--- config.mk ---
export PLATFORM = sky130hd
export DESIGN_NAME = byte_fifo
export DESIGN_NICKNAME = d
export VERILOG_FILES = /design/src/rtl/byte_fifo_pkg.sv /design/src/rtl/byte_fifo.sv
export SDC_FILE = /design/constraint.sdc
export NUM_CORES = 1
export LEC_CHECK = 0
export BUFFER_PORTS_ARGS = -buffer_cell sky130_fd_sc_hd__buf_2
export CORE_MARGIN = 4
export CORE_UTILIZATION = 45
export CTS_CLUSTER_DIAMETER = 60
export DETAILED_ROUTE_END_ITERATION = 6
export GPL_TIMING_DRIVEN = 0
export SYNTH_ARGS = -nofsm -noshare
export SYNTH_HDL_FRONTEND = slang
export SYNTH_SLANG_ARGS = --single-unit
--- constraint.sdc ---
create_clock -name clk_i -period 2.55 [get_ports clk_i]
set_input_delay 0.255 -clock clk_i [delete_from_list [all_inputs] [get_ports clk_i]]
set_output_delay 0.255 -clock clk_i [all_outputs]
set_load 0.005 [all_outputs]
--- src/rtl/byte_fifo_pkg.sv ---
// Shared constants for the byte path downstream of the CDC synchronizer.
// The data width is common with the synchronizer; the level width depends on FIFO depth.
package byte_fifo_pkg;

    localparam int DATA_W = 8;

    // Occupancy counter width: must represent 0..2**depth_log2 inclusive.
    function automatic int lvl_w(input int depth_log2);
        return depth_log2 + 1;
    endfunction

endpackage

--- src/rtl/byte_fifo.sv ---
// First-word-fall-through single-clock byte FIFO with valid/ready on both sides.
// iready_o and odata_o are driven only from registers, so no input-to-output paths exist.
module byte_fifo
    import byte_fifo_pkg::*;
#(
    parameter int DEPTH_LOG2 = 4
)
(
    input  logic                             clk_i,
    input  logic                             rstn_i,
    input  logic [DATA_W-1:0]                idata_i,
    input  logic                             ivalid_i,
    output logic                             iready_o,
    output logic [DATA_W-1:0]                odata_o,
    output logic                             ovalid_o,
    input  logic                             oready_i,
    input  logic                             flush_i,
    output logic [lvl_w(DEPTH_LOG2)-1:0]     level_o
);

    localparam int DEPTH = 1 << DEPTH_LOG2;
    localparam int LW    = lvl_w(DEPTH_LOG2);

    logic [DATA_W-1:0]     r_mem [DEPTH];
    logic [DEPTH_LOG2-1:0] r_wr_ptr;
    logic [DEPTH_LOG2-1:0] r_rd_ptr;
    logic [LW-1:0]         r_level;
    logic                  r_rdy_en;

    logic w_full;
    logic w_empty;
    logic w_push;
    logic w_pop;

    assign w_full   = (r_level == LW'(DEPTH));
    assign w_empty  = (r_level == '0);

    // r_rdy_en keeps the write side closed until the first edge after reset release.
    assign iready_o = r_rdy_en & ~w_full;
    assign ovalid_o = ~w_empty;
    assign odata_o  = r_mem[r_rd_ptr];
    assign level_o  = r_level;

    assign w_push   = ivalid_i & iready_o;
    assign w_pop    = ovalid_o & oready_i;

    always_ff @(posedge clk_i or negedge rstn_i) begin
        if (!rstn_i) begin
            for (int i = 0; i < DEPTH; i++) begin
                r_mem[i] <= '0;
            end
            r_wr_ptr <= '0;
            r_rd_ptr <= '0;
            r_level  <= '0;
            r_rdy_en <= 1'b0;
        end else begin
            r_rdy_en <= 1'b1;
            if (flush_i) begin
                // Storage is left as-is; only the bookkeeping is cleared.
                r_wr_ptr <= '0;
                r_rd_ptr <= '0;
                r_level  <= '0;
            end else begin
                if (w_push) begin
                    r_mem[r_wr_ptr] <= idata_i;
                    r_wr_ptr        <= r_wr_ptr + DEPTH_LOG2'(1);
                end
                if (w_pop) begin
                    r_rd_ptr <= r_rd_ptr + DEPTH_LOG2'(1);
                end
                case ({w_push, w_pop})
                    2'b10:   r_level <= r_level + LW'(1);
                    2'b01:   r_level <= r_level - LW'(1);
                    default: r_level <= r_level;
                endcase
            end
        end
    end

endmodule
* Word-level counts from Yosys, hierarchy flattened
Cells that the tools add are included. W data, S select, Z words.
Operators by class: reductions and logical operators 6, $add $sub $neg 4, eq/ne operators 3, order comparisons 3, bitwise logic cells 8, mux-type cells 12
Operators by type and width (count):
- $bwmux W128 | 1
- $bmux W8 S4 | 1
- $demux W8 S4 | 1
- $mux W8 | 3
- $mux W4 | 4
- $ge A5 B5 Y1 const B | 2
- $not A4 Y5 | 2
- $pmux W5 S2 | 1
- $add A4 B1 Y4 const B | 2
- $add A5 B1 Y5 const B | 1
- $eq A5 B5 Y1 const B | 1
- $logic_not A5 Y1 | 1
- $lt A5 B1 Y1 const B | 1
- $mux W5 | 1
- $sub A5 B1 Y5 const B | 1
- $reduce_bool A2 Y1 | 2
- $and A1 B1 Y1 | 3
- $not A1 Y1 | 3
- $reduce_bool A3 Y1 | 1
- $eq A2 B1 Y1 const B | 1
- $eq A2 B2 Y1 const B | 1
- $reduce_and A2 Y1 | 1
- $logic_and A1 B1 Y1 | 1
Word-level totals: word-level logic and storage cells 56, register bits after elaboration 142, input port bits 13, output and inout bits 15

* Logic depth before layout (Yosys ltp)
Gate-level depths: netlist of run 1.
depth in word-level cells 7, mapped depth 11, gate-level depth less buffers 9

* Worst setup path before layout of run 1
No wires, ideal clock.
kind reg-to-reg, start register r_level[1], in the netlist level_o[1], end register r_level[4], in the netlist level_o[4], library setup time 0.082 ns, data arrival time 2.571 ns, data required time 2.468 ns, path buffers 1, slack -0.103 ns, cell stages (with the launch flop) 11, clock period less this slack 2.653 ns, cells stage by stage dfrtp_1 > nor4_4 > a21o_1 > buf_12 > nand2_1 > inv_1 > ha_1 > nand2b_1 > a21oi_1 > or3b_2 > a31oi_1
On the way: word-level cells in the longest chain between the ends 7, elaborated cells between the ends (all ways) 14, classes of those cells add/sub: 2; eq/ne: 3; mux: 2; bitwise: 5; reduce/logical: 2
RTL lines:
- start, declared | RTL line byte_fifo.sv:27 | logic [LW-1:0] r_level;
- start signal, assigned | RTL line byte_fifo.sv:72 | 2'b10: r_level <= r_level + LW'(1);
- start signal, assigned | RTL line byte_fifo.sv:73 | 2'b01: r_level <= r_level - LW'(1);
- start signal, assigned | RTL line byte_fifo.sv:74 | default: r_level <= r_level;
- $eq A5 B5 Y1 | RTL line byte_fifo.sv:35 | assign w_full = (r_level == LW'(DEPTH));
- $not A1 Y1 | RTL line byte_fifo.sv:39 | assign iready_o = r_rdy_en & ~w_full;
- $and A1 B1 Y1 | RTL line byte_fifo.sv:39
- $and A1 B1 Y1 | RTL line byte_fifo.sv:44 | assign w_push = ivalid_i & iready_o;
- $eq A2 B1 Y1 / $eq A2 B2 Y1 (equally long branches) | RTL line byte_fifo.sv:71 | case ({w_push, w_pop})
- $pmux W5 S2 | RTL line byte_fifo.sv:71
- $mux W5 | RTL line byte_fifo.sv:58 | if (flush_i) begin
Parallel ways exist; a longest one is shown, timed or not. A chain may end at the register's enable or synchronous reset.

* Final worst setup path of run 1
start register r_rd_ptr[1], end output odata_o[3]
On the way: word-level cells in the longest chain between the ends 4
RTL lines:
- start, declared | RTL line byte_fifo.sv:26 | logic [DEPTH_LOG2-1:0] r_rd_ptr;
- start signal, assigned | RTL line byte_fifo.sv:69 | r_rd_ptr <= r_rd_ptr + DEPTH_LOG2'(1);
- $not A4 Y5 (implied by the code) | RTL line byte_fifo.sv:41 | assign odata_o = r_mem[r_rd_ptr];
- $bmux W8 S4 | RTL line byte_fifo.sv:41
- $mux W8 (implied by the code) (2 in series) | RTL line byte_fifo.sv:41
- end, declared | RTL line byte_fifo.sv:14 | output logic [DATA_W-1:0] odata_o,
Every way passes these cells. The select of a mux whose other input is x is not followed.

==> results of run 1 <==
[layout by cell type (no fill, tap or decap), types with 5 or more instances in the layout]
| cell | Yosys | routed |
|---|---|---|
| clkbuf_1 | 17 | 13 |
| mux4_2 | 40 | 40 |
| nand2_1 | 11 | 10 |
| buf_12 | 1 | 5 |
| buf_4 | 0 | 5 |
| ha_1 | 8 | 6 |
| clkbuf_16 | 0 | 20 |
| buf_6 | 10 | 12 |
| buf_2 | 6 | 25 |
| a21oi_1 | 6 | 5 |
| mux2_4 | 129 | 129 |
| nor2_1 | 12 | 11 |
| inv_1 | 9 | 8 |
| and2_1 | 8 | 8 |
| nor3_4 | 8 | 8 |
| dfrtp_1 | 142 | 139 |
[power by group]
group / internal (mW) / leakage (nW) / switching, mW
Sequential: 2.42 / 1.94 / 0.152
Combinational: 0.968 / 1.72 / 0.734
Clock: 1.74 / 0.312 / 0.950
Total: 5.13 / 3.97 / 1.84
[what timing repair did]
item / CTS / global route
setup buffers: 4 / 1
gates resized for setup: 21 / 4
hold buffers: 1 / 0
endpoints found under the setup margin: 12 / 10
cloned: 0 / 3
pin swaps: 1 / 0
endpoints found under the hold margin: 45 / 0
[per-stage QoR]
step	cells	util	instance area, um2	worst slack [ns]
4_1_cts	731	0.5399	8670	-0.08419
6_report	735	0.5458	8765	-0.02561
5_1_grt	735	0.5458	8765	-0.08528
3_3_place_gp	694	0.4914	7891	-1.047
2_1_floorplan	453	-	7496	0.001276
3_5_place_dp	695	0.4935	7925	-0.2184
[final cells by class]
cell class	count	area [um2]	share of cell area
buffer	34	296.5	0.03383
clock buffer	22	484.2	0.05525
clock inverter	10	158.9	0.01813
inverter	9	33.78	0.003854
multi-input combinational	267	3676	0.4194
sequential	142	3557	0.4059
tap	216	270.3	0.03084
timing repair buffer	35	287.8	0.03283
[flip-flops by register name, indices dropped and copies added (netlist names)]
signal and flops:
r_rd_ptr 4, r_wr_ptr 4, r_rdy_en 1, r_mem 128, level_o 5
[per-layer routing]
layer  GRT usage  part of all wire  vias up
li1            -                 -     1762
met1      0.2537              0.49     2085
met3     0.04191             0.023        6
met5           0                 0        -
met4     0.05095            0.0061        0
met2      0.2848              0.48       53
[path summary, 6_finish.rpt]
check                                 start    endpoint  slack (ns)  cells after the start
worst max-delay path            r_rd_ptr[1]  odata_o[3]       -0.03                      4
worst min-delay path             idata_i[2]   r_mem[90]        0.17                      2
worst max register to register   level_o[4]  level_o[4]        0.16                     10
worst min register to register    r_mem[23]   r_mem[23]        0.50                      1
max in group asynchronous            rstn_i  level_o[0]        1.37                      3
min in group asynchronous            rstn_i  r_mem[110]        0.34                      2
[cells by family after synthesis]
group	after synthesis	synth area share
compound gates	22	0.02400
fa+ha+maj	9	0.01611
other cells	1	0.0005029
xor+xnor	6	0.007047
mux	175	0.3891
buf+inv	44	0.03540
simple gates	54	0.05134
flops	142	0.4765
==> metrics.md, run 1 <==
| Metric | Value |
|---|---|
| Power Density | 794.6 mW/mm2 |
| Placer congestion estimate | 0.7937 |
| Minimum clock period after layout | 2.576 ns |
| CP endpoint kind | primary output |
| DRC viols | 0 |
| CTS root buffer | clkbuf_16 |
| Synth top area share | 0.4765 |
| Synth cell count leaders | 142 x dfrtp_1, 129 x mux2_4, 40 x mux4_2 |
| Gr ovfl total | 0 |
| DR pass1 iterations | 4 |
| Nets | 528 |
| Synth cell types | 43 |
| Final ANT Viol Nets | 0 |
| Dominant synthesized flop cell | dfrtp_1 |
| Initial DRC count | 232 |
| Die X | 136.7 um |
| Post-synth EDFFs | 0 |
| Starting Density | 0.4644 |
| Max clock buf depth | 2 |
| Max Slew Vio Count | 0 |
| Slowest stage cell, crit path | mux4_2 |
| CP delay by family, top | multiplexers |
| Largest stage delay, worst path | 0.52 ns |
| Max VDD drop | 0.0005510 V |
| PortBufs | 25 |
| Crit path buffers/inverters | 2 |
| Detailed-placement wirelength estimate | 10.37 mm |
| Antenna diode count | 0 |
| Critical-path maximum fanout | 10 |
| Syn avg cell area | 16.46 um2 |
| RSZ-0062 raised after global routing | true |
| CTS buffer count | 17 |
| CP Data Arrival Time | 2.32 ns |
| Clk_lat worst skew | 0.42 ns |
| Clock sinks | 142 |
| CP dominant cell by count | mux4_2 |
| Total Power | 6.965 mW |
| Clock transition at the registers of the reported paths | 0.06 ns |
| All-Layer GR Usage | 0.1812 |
| Max_slew headroom | 0.4428 |
| Gate Count Post-Synth | 453 |
| Filler instances | 1,288 |
| Yosys top cell by area | dfrtp_1 |
| Final setup TNS | -0.07821 ns |
| Number of synthesized register bits | 142 |
| Crit path cell chain | clkbuf_2 -> mux4_2 -> mux4_2 -> buf_2 |
| Startpoint types | register |
| CP Class | register to primary output |
| Ys async rst share | 1.000 |
| Largest net degree at the start of global routing | 98 |
| MaxCap Viol Count | 0 |
| Wirelength, routed | 15.74 mm |
| Core footprint | 0.01606 mm2 |
| DR WL/cell | 21.42 um |
| Static Leak | 3.971 nW |
| Status | complete, but fails checks |
| Worst clock skew | 0.009424 ns |
| Area growth syn-to-layout | 17.53% |
| Via-per-instance ratio | 5.314 |
| Die height | 136.7 um |
| Max Freq | 0.3883 GHz |
| Number of H-tree levels | 4 |
| HP Class | input pin to register |
| Top cells by area, synth | dfrtp_1 48%, mux2_4 26%, mux4_2 12%, nor3_4 1.7%, buf_6 1.5% |
| Final period utilization | 1.010 |
| Die area | 0.01870 mm2 |
| Sequential share of the synthesized area | 0.4765 |
| WHS | 0.1669 ns |
| Worst path required time | 2.30 ns |
| Global-route wire length before repair | 24.93 mm |
| Post-Syn Area | 0.007457 mm2 |
| Detailed-route via count | 3,906 |
| Final Hold Viols | 0 |
| Most common cell in the synthesized netlist | dfrtp_1 |
| I/O Pins | 28 |
| PnR worst setup slack | -0.02561 ns |
| Worst-margin pin slew | 0.8358 ns |
| Violated checks | negative setup slack |
| Number of global-route vias before repair | 4,321 |
| CTS tree | built |
| Proportion of layout cells with a drive suffix above 1 | 0.5491 |
| # setup viols final | 6 |
| Antenna violations before repair | 0 |
| Row count | 46 |
| Yosys warning count | 0 |
| Post-synth net total | 475 |
No activity file was read; power rests on OpenSTA's default activity.
==> run 2: changes to the inputs <==
- PLACE_DENSITY_LB_ADDON: not set -> 0.2
- SLEW_MARGIN: not set -> 10
==> run 2 against run 1 <==
The flow still finishes with violations (negative setup slack). Register-to-register slack lost 0.02 ns. First-iteration DRC count decreased by 19%. Routed wire length increased by 3.8%. Hold slack worse by 0.0023 ns. Via count rose by 3.5%. Worst setup slack worse by 0.023 ns. Sequential share of layout area increased by 0.35 points. Sequential cell count unchanged. Power decreased by 2.8%. Clock skew barely moved. Clock power shrank 6%. Critical endpoint is now odata_o[5]. Largest power group is now sequential cells.
==> metrics.md, run 2 (same netlist as run 1, synthesis figures left out) <==
| Metric | Value |
|---|---|
| Status | complete, but fails checks |
| Violated checks | negative setup slack |
| CTS tree | built |
| Static Leak | 3.927 nW |
| Top reg by flops | r_mem |
| Die area | 0.01870 mm2 |
| Global-route wire length before repair | 26.63 mm |
| Startpoint types | register |
| Number of H-tree levels | 4 |
| Placer congestion estimate | 0.7799 |
| Core footprint | 0.01606 mm2 |
| Sequential Area | 0.003558 mm2 |
| Power Density | 778.9 mW/mm2 |
| Minimum clock period after layout | 2.599 ns |
| CTS root buffer | clkbuf_16 |
| Final period utilization | 1.019 |
| Gr ovfl total | 0 |
| Commonest non-fill, non-tap cell in the layout | dfrtp_1 |
| Worst path required time | 2.30 ns |
| Filler instances | 1,261 |
| Max_slew headroom | 0.3685 |
| DR pass1 iterations | 4 |
| Antenna diode count | 0 |
| PortBufs | 25 |
| Row count | 46 |
| Nets | 527 |
| Worst clock skew | 0.009232 ns |
| Clk_lat worst skew | 0.42 ns |
| CP endpoint kind | primary output |
| Finished Layout Cells | 734 |
| # setup viols final | 5 |
| DP Worst Slack | -0.2711 ns |
| All-Layer GR Usage | 0.1941 |
| Final ANT Viol Nets | 0 |
| DP Cell Count | 695 |
| Worst-margin pin slew | 0.9472 ns |
| Die X | 136.7 um |
| Fin area | 0.008692 mm2 |
| CP Class | register to primary output |
| Die height | 136.7 um |
| Max reg flops | 128 |
| MaxCap Viol Count | 0 |
| RSZ-0062 raised after global routing | true |
| CTS buffer count | 17 |
| Commonest cells after routing, fill and taps aside | 138 x dfrtp_1, 129 x mux2_4, 40 x mux4_2 |
| Detailed-placement wirelength estimate | 10.46 mm |
| Clock sinks | 142 |
| Initial DRC count | 188 |
| Final Hold Viols | 0 |
| Max clock buf depth | 2 |
| Critical-path maximum fanout | 9 |
| Number of global-route vias before repair | 4,424 |
| CP Data Arrival Time | 2.34 ns |
| DR WL/cell | 22.26 um |
| DRC viols | 0 |
| HP Class | input pin to register |
| Placed Instance Area | 0.007925 mm2 |
| Starting Density | 0.4644 |
| Area growth syn-to-layout | 16.56% |
| Max Slew Vio Count | 0 |
| Final setup TNS | -0.1304 ns |
| I/O Pins | 28 |
| Via-per-instance ratio | 5.507 |
| Clock transition at the registers of the reported paths | 0.06 ns |
| Max Freq | 0.3848 GHz |
| Antenna violations before repair | 0 |
| Proportion of layout cells with a drive suffix above 1 | 0.5521 |
| Detailed-route via count | 4,042 |
| Max VDD drop | 0.0005419 V |
| PnR worst setup slack | -0.04888 ns |
| Area of the multi-input gates | 0.003676 mm2 |
| Largest net degree at the start of global routing | 74 |
| Wirelength, routed | 16.34 mm |
run 2: power by group:
part / switching [mW] / total, mW / internal (mW)
Sequential: 0.163 / 2.59 / 2.42
Clock: 0.990 / 2.54 / 1.55
Combinational: 0.707 / 1.64 / 0.935
run 2: path summary, 6_finish.rpt:
check	from	end	slack (ns)	cells past startpoint
max in group asynchronous	rstn_i	level_o[0]	1.31	3
worst min-delay path	idata_i[6]	r_mem[94]	0.16	2
worst min register to register	r_mem[103]	r_mem[103]	0.51	1
worst max-delay path	r_rd_ptr[0]	odata_o[5]	-0.05	5
min in group asynchronous	rstn_i	r_mem[94]	0.42	2
worst max register to register	level_o[0]	level_o[4]	0.14	9
run 2: worst max-delay path, cell delays in order (launching register included):
cell     delay [ns]
dfrtp_1        0.38
buf_8          0.16
buf_12         0.16
mux4_2         0.56
mux4_2         0.51
buf_2          0.15
run 2: repair_timing:
action                                 4_1_cts  5_1_grt
pin swaps                                    1        0
setup endpoints to repair                   12       10
endpoints found under the hold margin       72        0
gates cloned                                 1        0
hold buffers                                 1        0
buffers inserted                             7        1
gates resized for setup                     23        3
run 2: final cells by class:
cell class | instances | area share
Clock inverter | 11 | 0.01497
Multi-Input combinational cell | 267 | 0.4229
Timing Repair Buffer | 35 | 0.02922
Sequential cell | 142 | 0.4094
Clock buffer | 21 | 0.05528
Inverter | 9 | 0.003887
Tap cell | 216 | 0.03109
Buffer | 33 | 0.03325
run 2: metal layers:
metal	wire, um	up-vias	track usage	part of all wire
met5	0	-	0	0
met4	131	0	0.05095	0.0080
met3	608	8	0.04265	0.037
met2	7806	83	0.2971	0.48
met1	7795	2191	0.2819	0.48
li1	-	1760	-	-
run 2: stage by stage:
step	util	total power, mW	hold slack (ns)
detailed placement	0.4935	4.077	0.3305
global route	0.5413	7.106	0.1629
global placement	0.4914	4.023	0.4876
floorplan	-	3.618	-0.04059
CTS	0.5417	6.846	0.1427
finish	0.5413	6.770	0.1646
==> run 3: changes to the inputs <==
- RECOVER_POWER: not set -> 50
==> run 3 against run 2 <==
The flow finishes with violations (max-capacitance violations, max-slew violations, negative setup slack). Clock skew grew 0.00054 ns. First-iteration DRC count is the same. Count of clock-buffer cells in the layout is the same. Critical endpoint unchanged. Clock power is essentially flat. Die area is the same. Design area shrank 0.26%. Sequential share of layout area grew 0.078 points.
==> metrics.md, run 3 (same netlist as run 1, synthesis figures left out) <==
| Metric | Value |
|---|---|
| Status | complete, but fails checks |
| Violated checks | max-capacitance violations, max-slew violations, negative setup slack |
| Largest stage delay, worst path | 0.56 ns |
| Minimum clock period after layout | 2.600 ns |
| Comb pwr share | 0.242 |
| MaxCap Viol Count | 1 |
| Power Density | 779.8 mW/mm2 |
| Sw Ratio | 0.2747 |
| Max reg flops | 128 |
| Detailed-route via count | 4,053 |
| DRC viols | 0 |
| Core footprint | 0.01606 mm2 |
| I/O Pins | 28 |
| Starting Density | 0.4644 |
| Hold path depth | 2 |
| CP endpoint kind | primary output |
| Placed Instance Area | 0.007925 mm2 |
| HP Class | input pin to register |
| Antenna violations before repair | 0 |
| Setup slack, reg-to-reg | 0.12 ns |
| Cell Int Power | 4.904 mW |
| Gr ovfl total | 0 |
| Number of H-tree levels | 4 |
| All-Layer GR Usage | 0.1941 |
| Row count | 46 |
| Reg2Reg Launch Point | level_o[0] |
| PnR worst setup slack | -0.04967 ns |
| Die area | 0.01870 mm2 |
| Commonest non-fill, non-tap cell in the layout | dfrtp_1 |
| Static Leak | 3.919 nW |
| Nets | 527 |
| CP Data Arrival Time | 2.34 ns |
| Commonest cells after routing, fill and taps aside | 140 x dfrtp_1, 129 x mux2_4, 40 x mux4_2 |
| CTS buffer count | 17 |
| Crit path cell chain | buf_8 -> buf_12 -> mux4_2 -> mux4_2 -> buf_2 |
| Psw | 1.857 mW |
| # setup viols final | 5 |
| Die X | 136.7 um |
| FF-to-FF End | level_o[4] |
| Number of global-route vias before repair | 4,424 |
| CTS root buffer | clkbuf_16 |
| RSZ-0062 raised after global routing | true |
| CTS tree | built |
| Detailed-placement wirelength estimate | 10.46 mm |
| Worst path required time | 2.30 ns |
| Crit path buffers/inverters | 3 |
| Final Hold Viols | 0 |
| Total Power | 6.761 mW |
| Final period utilization | 1.019 |
| Max Freq | 0.3847 GHz |
| Max clock buf depth | 2 |
| Clk_lat worst skew | 0.42 ns |
| Startpoint types | register |
| Antenna diode count | 0 |
| Worst clock skew | 0.009775 ns |
| Area growth syn-to-layout | 16.26% |
| Fin util | 0.5399 |
| Max VDD drop | 0.0005398 V |
| Proportion of layout cells with a drive suffix above 1 | 0.5463 |
| Clock share of power | 0.376 |
| CP Class | register to primary output |
| Flop pwr share | 0.382 |
| Largest net degree at the start of global routing | 74 |
| DR pass1 iterations | 4 |
| Initial DRC count | 188 |
| Max Slew Vio Count | 73 |
| Hold Crit Start | idata_i[6] |
| Wirelength, routed | 16.30 mm |
| Max_slew headroom | -0.2045 |
| Clock transition at the registers of the reported paths | 0.06 ns |
| Placer congestion estimate | 0.7799 |
| Die height | 136.7 um |
| PortBufs | 25 |
| Fin area | 0.008670 mm2 |
| Via-per-instance ratio | 5.522 |
| DR WL/cell | 22.20 um |
| Clock sinks | 142 |
| Global-route wire length before repair | 26.63 mm |
| Slowest stage cell, crit path | mux4_2 |
| Filler instances | 1,264 |
| Top reg by flops | r_mem |
| Critical-path maximum fanout | 9 |
| CP delay by family, top | multiplexers |
| Levels on crit path | 5 |
| CP dominant cell by count | mux4_2 |
| Worst-margin pin slew | 1.807 ns |
| Hold path endpoint | r_mem[94] |
| R2R cell count | 9 |
| Final setup TNS | -0.1355 ns |
| Final ANT Viol Nets | 0 |
==> run 3: routing by layer <==
layer / share of wire / vias up / track usage / wire length [um]
met2: 0.48 / 101 / 0.2971 / 7836
met3: 0.049 / 10 / 0.04265 / 803
met1: 0.46 / 2182 / 0.2819 / 7520
li1: - / 1760 / - / -
met4: 0.0083 / 0 / 0.05095 / 136
met5: 0 / - / 0 / 0
==> run 3: power groups by stage <==
stage / sequential, mW / clock (mW) / combinational [mW]
after global routing: 2.61 / 2.70 / 1.79
final: 2.58 / 2.54 / 1.64
after global placement: 2.59 / 0 / 1.43
after detailed placement: 2.60 / 0 / 1.48
after CTS: 2.58 / 2.59 / 1.67
after floorplan: 2.56 / 0 / 1.05
==> run 3: cell type report <==
cell class                      instances  area [um2]  area share
Tap cell                              216       270.3     0.03117
Sequential cell                       142        3556      0.4102
Buffer                                 33       289.0     0.03334
Clock buffer                           21       480.5     0.05542
Multi-Input combinational cell        267        3676      0.4240
Inverter                                9       33.78    0.003897
Clock inverter                         11       130.1     0.01501
Timing Repair Buffer                   35       234.0     0.02699
==> run 3: repair_timing <==
action | 4_1_cts | 5_1_grt
hold endpoints to repair | 72 | 0
hold buffers | 1 | 0
buffers inserted | 7 | 1
gates resized for setup | 23 | 3
gates cloned | 1 | 0
pin swaps | 1 | 0
endpoints found under the setup margin | 12 | 10
==> run 3: worst max-delay path by stage <==
stage / endpoint / slack (ns) / startpoint
6_report: odata_o[5] / -0.05 / r_rd_ptr[0]
5_1_grt: odata_o[5] / -0.11 / r_rd_ptr[0]
4_1_cts: odata_o[1] / -0.08 / r_rd_ptr[0]
3_5_place_dp: level_o[3] / -0.27 / level_o[2]
3_3_place_gp: level_o[0] / -0.89 / rstn_i
2_1_floorplan: level_o[4] / 0.001 / level_o[2]
==> run 3: worst reg2reg max path: cells and delay by family, from the launching register on <==
family                   cells  cell delay [ns]
flip-flops                   1             0.46
multiplexers                 1             0.22
AND/OR/NAND/NOR              3             0.58
buffers and inverters        1             0.17
adder cells (fa/ha/maj)      1             0.36
AO/OA/AOI/OAI                3             0.50
==> run 3: per-stage QoR <==
stage / std cells / worst slack, ns / hold WS (ns)
5_1_grt: 734 / -0.1105 / 0.1629
4_1_cts: 734 / -0.07990 / 0.1427
3_3_place_gp: 694 / -0.8943 / 0.4876
6_report: 734 / -0.04967 / 0.1657
2_1_floorplan: 453 / 0.001276 / -0.04059
3_5_place_dp: 695 / -0.2711 / 0.3305
